File: src/rtl/znc_flag_cond.sv
// ZNC flag register, branch-condition evaluator and LIFO flag stack.
// Latency: flags, verdict and stack state update one clk after the triggering edge.
// Backpressure: none; requests are always accepted, and stack overflow/underflow sets a sticky error.
module znc_flag_cond #(
  parameter int WIDTH = 16,
  parameter int DEPTH = 4,
  parameter int PTR_W = 2
) (
  input  logic             clk,
  input  logic             rst_n,
  input  logic [WIDTH-1:0] regA,
  input  logic [WIDTH-1:0] regB,
  input  logic [WIDTH-1:0] newRegA,
  input  logic             flag_we,
  input  logic             cond_req,
  input  logic [2:0]       cond_code,
  input  logic             push,
  input  logic             pop,
  output logic             z,
  output logic             n,
  output logic             c,
  output logic             cond_valid,
  output logic             cond_true,
  output logic [PTR_W:0]   stack_count,
  output logic             stack_full,
  output logic             stack_empty,
  output logic             stack_err
);

  localparam logic [PTR_W:0] FULL_CNT = (PTR_W+1)'(DEPTH);
  localparam logic [PTR_W:0] ONE_CNT  = (PTR_W+1)'(1);

  // Stack entries are {z, n, c}.
  logic [2:0]       stackMem [DEPTH];
  logic [PTR_W:0]   count;
  logic [PTR_W:0]   countDec;
  logic [PTR_W-1:0] wrIdx;
  logic [PTR_W-1:0] rdIdx;

  logic zReg, nReg, cReg;
  logic validReg, trueReg, errReg;
  logic isFull, isEmpty;
  logic pushOk, popOk, pushBad, popBad;
  logic signA, signB, signR;
  logic capZ, capN, capC;
  logic verdict;

  assign isFull  = (count == FULL_CNT);
  assign isEmpty = (count == '0);

  // A push and a pop in the same cycle cancel each other; neither touches the stack.
  assign pushOk  = push & ~pop & ~isFull;
  assign popOk   = pop & ~push & ~isEmpty;
  assign pushBad = push & ~pop & isFull;
  assign popBad  = pop & ~push & isEmpty;

  assign countDec = count - ONE_CNT;
  assign wrIdx    = count[PTR_W-1:0];
  assign rdIdx    = countDec[PTR_W-1:0];

  assign signA = regA[WIDTH-1];
  assign signB = regB[WIDTH-1];
  assign signR = newRegA[WIDTH-1];

  // Carry is the majority of the three sign bits.
  assign capZ = (newRegA == '0);
  assign capN = signR;
  assign capC = (signA & signB) | (signA & signR) | (signB & signR);

  // Decode the branch condition against the currently stored flags (no bypass of capture).
  always_comb begin
    verdict = 1'b0;
    case (cond_code)
      3'd0:    verdict = 1'b1;
      3'd1:    verdict = zReg;
      3'd2:    verdict = ~zReg;
      3'd3:    verdict = nReg;
      3'd4:    verdict = ~nReg;
      3'd5:    verdict = cReg;
      3'd6:    verdict = ~cReg;
      default: verdict = 1'b0;
    endcase
  end

  // Flag register: a successful pop restores saved flags and overrides a capture.
  always_ff @(posedge clk or negedge rst_n) begin
    if (!rst_n) begin
      zReg <= 1'b0;
      nReg <= 1'b0;
      cReg <= 1'b0;
    end else if (popOk) begin
      {zReg, nReg, cReg} <= stackMem[rdIdx];
    end else if (flag_we) begin
      zReg <= capZ;
      nReg <= capN;
      cReg <= capC;
    end
  end

  // Stack storage holds pre-edge flags; contents need no reset since count gates every read.
  always_ff @(posedge clk) begin
    if (pushOk) begin
      stackMem[wrIdx] <= {zReg, nReg, cReg};
    end
  end

  // Stack occupancy and sticky overflow/underflow error.
  always_ff @(posedge clk or negedge rst_n) begin
    if (!rst_n) begin
      count  <= '0;
      errReg <= 1'b0;
    end else begin
      if (pushOk) begin
        count <= count + ONE_CNT;
      end else if (popOk) begin
        count <= countDec;
      end
      if (pushBad || popBad) begin
        errReg <= 1'b1;
      end
    end
  end

  // Verdict pipeline: valid pulses once per request, verdict holds between requests.
  always_ff @(posedge clk or negedge rst_n) begin
    if (!rst_n) begin
      validReg <= 1'b0;
      trueReg  <= 1'b0;
    end else begin
      validReg <= cond_req;
      if (cond_req) begin
        trueReg <= verdict;
      end
    end
  end

  assign z           = zReg;
  assign n           = nReg;
  assign c           = cReg;
  assign cond_valid  = validReg;
  assign cond_true   = trueReg;
  assign stack_count = count;
  assign stack_full  = isFull;
  assign stack_empty = isEmpty;
  assign stack_err   = errReg;

endmodule

File: config.mk
export PLATFORM = sky130hd
export DESIGN_NAME = znc_flag_cond
export DESIGN_NICKNAME = d
export VERILOG_FILES = /design/src/rtl/znc_flag_cond.sv
export SDC_FILE = /design/constraint.sdc
export NUM_CORES = 1
export LEC_CHECK = 0
export ABC_AREA = 0
export CAP_MARGIN = 20
export CORE_ASPECT_RATIO = 1.5
export CORE_MARGIN = 2
export CORE_UTILIZATION = 40
export CTS_BUF_LIST = sky130_fd_sc_hd__clkbuf_4 sky130_fd_sc_hd__clkbuf_8
export DETAILED_ROUTE_END_ITERATION = 10
export GPL_TIMING_DRIVEN = 0
export PLACE_DENSITY = 0.88
export SLEW_MARGIN = 15
export SYNTH_ARGS = -nofsm -noshare
export SYNTH_HDL_FRONTEND = slang
export SYNTH_SLANG_ARGS = --single-unit
File: constraint.sdc
create_clock -name clk -period 4.4 [get_ports clk]
set_input_delay 0.66 -clock clk [delete_from_list [all_inputs] [get_ports clk]]
set_output_delay 0.66 -clock clk [all_outputs]
set_load 0.05 [all_outputs]
Yosys cells after proc, flatten, opt, wreduce, memory -nomap -nowiden
Memory sizes are Yosys's and may differ from the RTL's.
Cells that the tools add are included.

storage, ports and cells
  register bits after elaboration = 9
  bits in writable memories = 12
  input port bits = 57
  output and inout bits = 11
  logic and storage cells = 52
  memories kept = 1

cells by class
  add/sub/neg operators = 2
  equal/unequal tests = 7
  mux-type cells = 11
  bitwise operators = 18
  reductions and logical operators = 6

memories
  memory    words  width  rd ports  clocked after Yosys merged registers in  wr ports  line  source
  stackMem  4      3      1         0                                        1         34    logic [2:0] stackMem [DEPTH];

operators with widths
  kind                 number
  $logic_not 16->1     1
  $eq 3x3->1 const B   4
  $and 1x1->1          9
  $mux 1               8
  $not 1->1            7
  $pmux 1 s7           1
  $eq 3x2->1 const B   2
  $logic_not 3->1      2
  $mux 3               2
  $reduce_bool 2->1    2
  $add 3x1->3 const B  1
  $eq 3x1->1 const B   1
  $sub 3x1->3 const B  1
  $or 1x1->1           2
  $logic_or 1x1->1     1

Longest topological paths before layout
  depth in word-level cells = 5
  depth in mapped cells = 7
  gate-level depth less buffers = 7

Least setup slack after synthesis
No wires, ideal clock.

  kind = reg-to-output
  start = reg count[0] (netlist: stack_count[0])
  end = out stack_empty
  arrival = 1.504 ns
  data required time = 3.740 ns
  setup slack = 2.236 ns
  cell stages (with the launch flop) = 5
  buffers on the path = 0
  cell sequence = dfrtp_1 inv_1 ha_1 nand2b_1 inv_1

between the ends
  longest elaborated chain between the ends = 1

ends and longest elaborated chain
  element                 line  source
  start, declared         35    logic [PTR_W:0] count;
  start signal, assigned  114   count <= count + ONE_CNT;
  start signal, assigned  116   count <= countDec;
  $logic_not 3->1         49    assign isEmpty = (count == '0);
  end, declared           26    output logic stack_empty,

No other way between the ends.

Worst setup path after layout
Same ends and word-level chain as after synthesis.

==> results by group <==
Power
  – LEAKAGE: about 0.57 nW
  – Max VDD drop: around 0.34 mV
  – PwrDens: between 500 and 600 nW/µm²

GRT
  – Total Routing Usage GR: 0.170
  – First-pass GRT wire length: ~3.6 mm
  – GRT overflow: 0
  – Vias in the first global route: 829
  – Largest net degree at the start of global routing: 13
  – Antenna violations before repair: 0

Logic synthesis
  – Yosys reg bits: 21
  – Adder-cell share of the synthesized area: 0.0694
  – Post-Syn Nets: between 100 and 150
  – Simple-gate area share of the yosys netlist: 0.134
  – Cell taking the most area after synthesis: edfxtp_1
  – Cell Area, Synth: 1050 µm²
  – Number of synthesized flops with an enable pin: 12
  – Post-synthesis sequential area ratio: 0.560
  – XOR/XNOR Fraction of Synth Area: 0.0167
  – Mapped Cells: just under 80
  – Post-synth cell types: 29
  – Largest family of logic cells by synthesized area: simple AND/OR/NAND/NOR gates
  – Top-area cell type share of the netlist area: 0.344
  – Compound-Gate Fraction of Synth Area: 0.0885
  – Yosys warnings: 0
  – Mean Syn Cell Area: around 13 µm²
  – Dominant cells by area after synthesis: edfxtp_1, dfrtp_1, ha_1
  – Ys async rst share: 0.429
  – Ys flop type: edfxtp_1
  – Post-synthesis mux area share: 0.110

Detailed routing
  – Met2 wire len: between 1 and 1.5 mm
  – Drt total wl: 2.36 mm
  – Avg WL per Cell: 16.4 µm
  – DRT iter0 DRCs: 27
  – Via/cell ratio: roughly 5.5
  – Drt pass-1 iters: 4
  – DRT met1 WL: between 800 and 900 µm
  – Antenna Nets Post-Route: 0
  – Residual DRC: 0
  – Via count: between 700 and 800
  – Top routing layer used: met4
  – Met3 WL: 121 µm

Finish
  – Final Non-Filler Cells: between 100 and 150
  – # nets final: around 180
  – Share of layout cells above drive strength 1: 0.0750
  – Fin area: around 1500 µm²
  – Area Growth Syn to Fin: 40.9%
  – FILL cells: about 200
  – Layout Utilization: 0.595
  – Diode count: 0

Timing
  – Final setup TNS: 0 ps
  – Rel. slew slack: 0.640
  – Hold Worst Slack: around 480 ps
  – Setup violators final: 0
  – Fin. Hold Viols: 0
  – Minimum clock period: ~2900 ps
  – Fmax: roughly 0.35 GHz
  – RSZ-0062 raised after global routing: false
  – Tightest Pin Transition: roughly 540 ps
  – Final Max Slew Viols: 0
  – Final Skew: ~1.4 ps
  – Fin crit share: 0.658

Critical path
  – Worst Setup End Kind: output pin
  – CP Class: reg -> out
  – Crit Path Max Fanout: 7
  – Critical Path AT: 2230 ps
  – Worst Path Required: ~3700 ps
  – Reg2reg path depth: 5
  – Worst setup SP type: flip-flop

CTS
  – CTS root buf: clkbuf_4
  – Max clock buf depth: 2
  – Post-CTS sizing: 0
  – Post-CTS Setup Inserts: 0
  – CTS Sinks: 21
  – Hold Buf Count CTS: 0
  – Worst skew pair latency: 300 ps
  – Inserted Clock Buffers: 3
  – H-tree depth: 1
  – Clk slew on worst S/H paths: around 110 ps
  – CTS tree: yes

Die
  – Die width: 45.8 µm
  – Rows: 22
  – Starting Density: 0.422
  – Io pins: 68
  – Die height: between 60 and 70 µm
  – Total core area: between 2000 and 2500 µm²
  – Die area: around 3000 µm²

Min path
  – Hold Path Class: reg -> reg
  – Hold path depth: 1

Placement
  – Routability Congestion: approximately 0.8
  – Post-Place Cells: 140
  – Placed Area: ~1400 µm²
  – I/O Buffers: 37

Run
  – Max Cap Viol: 0

Run status
  – Status: finished, final reports clean
==> cells in the final DEF (no fill, tap or decap), types with 2 or more instances in the layout <==
cell type        Yosys  layout
ha_1                 5       5
xnor2_1              2       2
nand2b_1             5       5
clkbuf_4             0       3
nand2_1              2       2
nor2_1               5       5
nor4_1               4       4
mux4_1               2       2
a21oi_1              3       3
and2_1               3       3
dfrtp_1              9       9
o22ai_1              2       2
mux2i_1              4       4
clkdlybuf4s50_1      0      37
o21ai_0              3       3
inv_1                4       4
edfxtp_1            12      12
==> report_power, final <==
group | leakage (nW) | switching (mW) | total, mW | internal [mW]
Clock | 0.0177 | 0.0572 | 0.0911 | 0.0339
Combinational | 0.340 | 0.245 | 0.421 | 0.177
Sequential | 0.211 | 0.0550 | 0.319 | 0.264
Total | 0.569 | 0.357 | 0.831 | 0.475
==> layout make-up <==
type,instances,area [µm²],share of cell area
flip-flops and latches,21,586,0.397
multi-input cells,53,438,0.297
repair buffers,37,370,0.251
well taps,24,30.0,0.0204
clock buffers,3,22.5,0.0153
inverters,4,15.0,0.0102
plain buffers,1,7.51,0.00509
clock inverters,1,5.00,0.00340
==> critical path, stage by stage (launching register included) <==
cell,delay [ps]
dfrtp_1,500
inv_1,180
ha_1,210
nand2b_1,100
inv_1,100
clkdlybuf4s50_1,830
==> routing by layer <==
layer | global-route usage | up-vias
met3 | 0.0271 | 2
met1 | 0.163 | 382
li1 | - | 380
met4 | 0.0821 | 0
met2 | 0.327 | 32
met5 | 0 | -
==> worst paths after layout <==
kind                                   to           start  slack, ps
min in group asynchronous       cond_true           rst_n        660
setup / recovery              stack_empty  stack_count[0]       1510
hold / removal                  stack_err       stack_err        480
max in group asynchronous  stack_count[1]           rst_n       3440
hold reg to reg                 stack_err       stack_err        480
setup reg to reg           stackMem[2][0]  stack_count[0]       2540
==> synth_stat cells, drive strengths merged (3+ instances only) <==
library cell   n
a21oi          3
and2           4
dfrtp          9
edfxtp        12
ha             5
inv            4
mux2i          4
mux4           3
nand2b         5
nor2           6
nor4           4
o21ai          3
==> state kept, by name (all words and copies together), names as in the netlist <==
signal / cells
stackMem: 12
stack_count: 3
c: 1
cond_true: 1
cond_valid: 1
n: 1
stack_err: 1
z: 1
==> through the flow <==
step | power [mW] | setup WS [ps]
after floorplan | 0.595 | 2240
after global placement | 0.728 | 1890
after detailed placement | 0.748 | 1860
after CTS | 0.839 | 1480
after global routing | 0.877 | 1380
final | 0.831 | 1510
==> kinds of logic after synthesis <==
group	Yosys count
simple gates	24
flops	21
compound gates	14
mux	7
fa+ha+maj	6
buf+inv	5
xor+xnor	2
No activity file was read; power rests on OpenSTA's default activity.
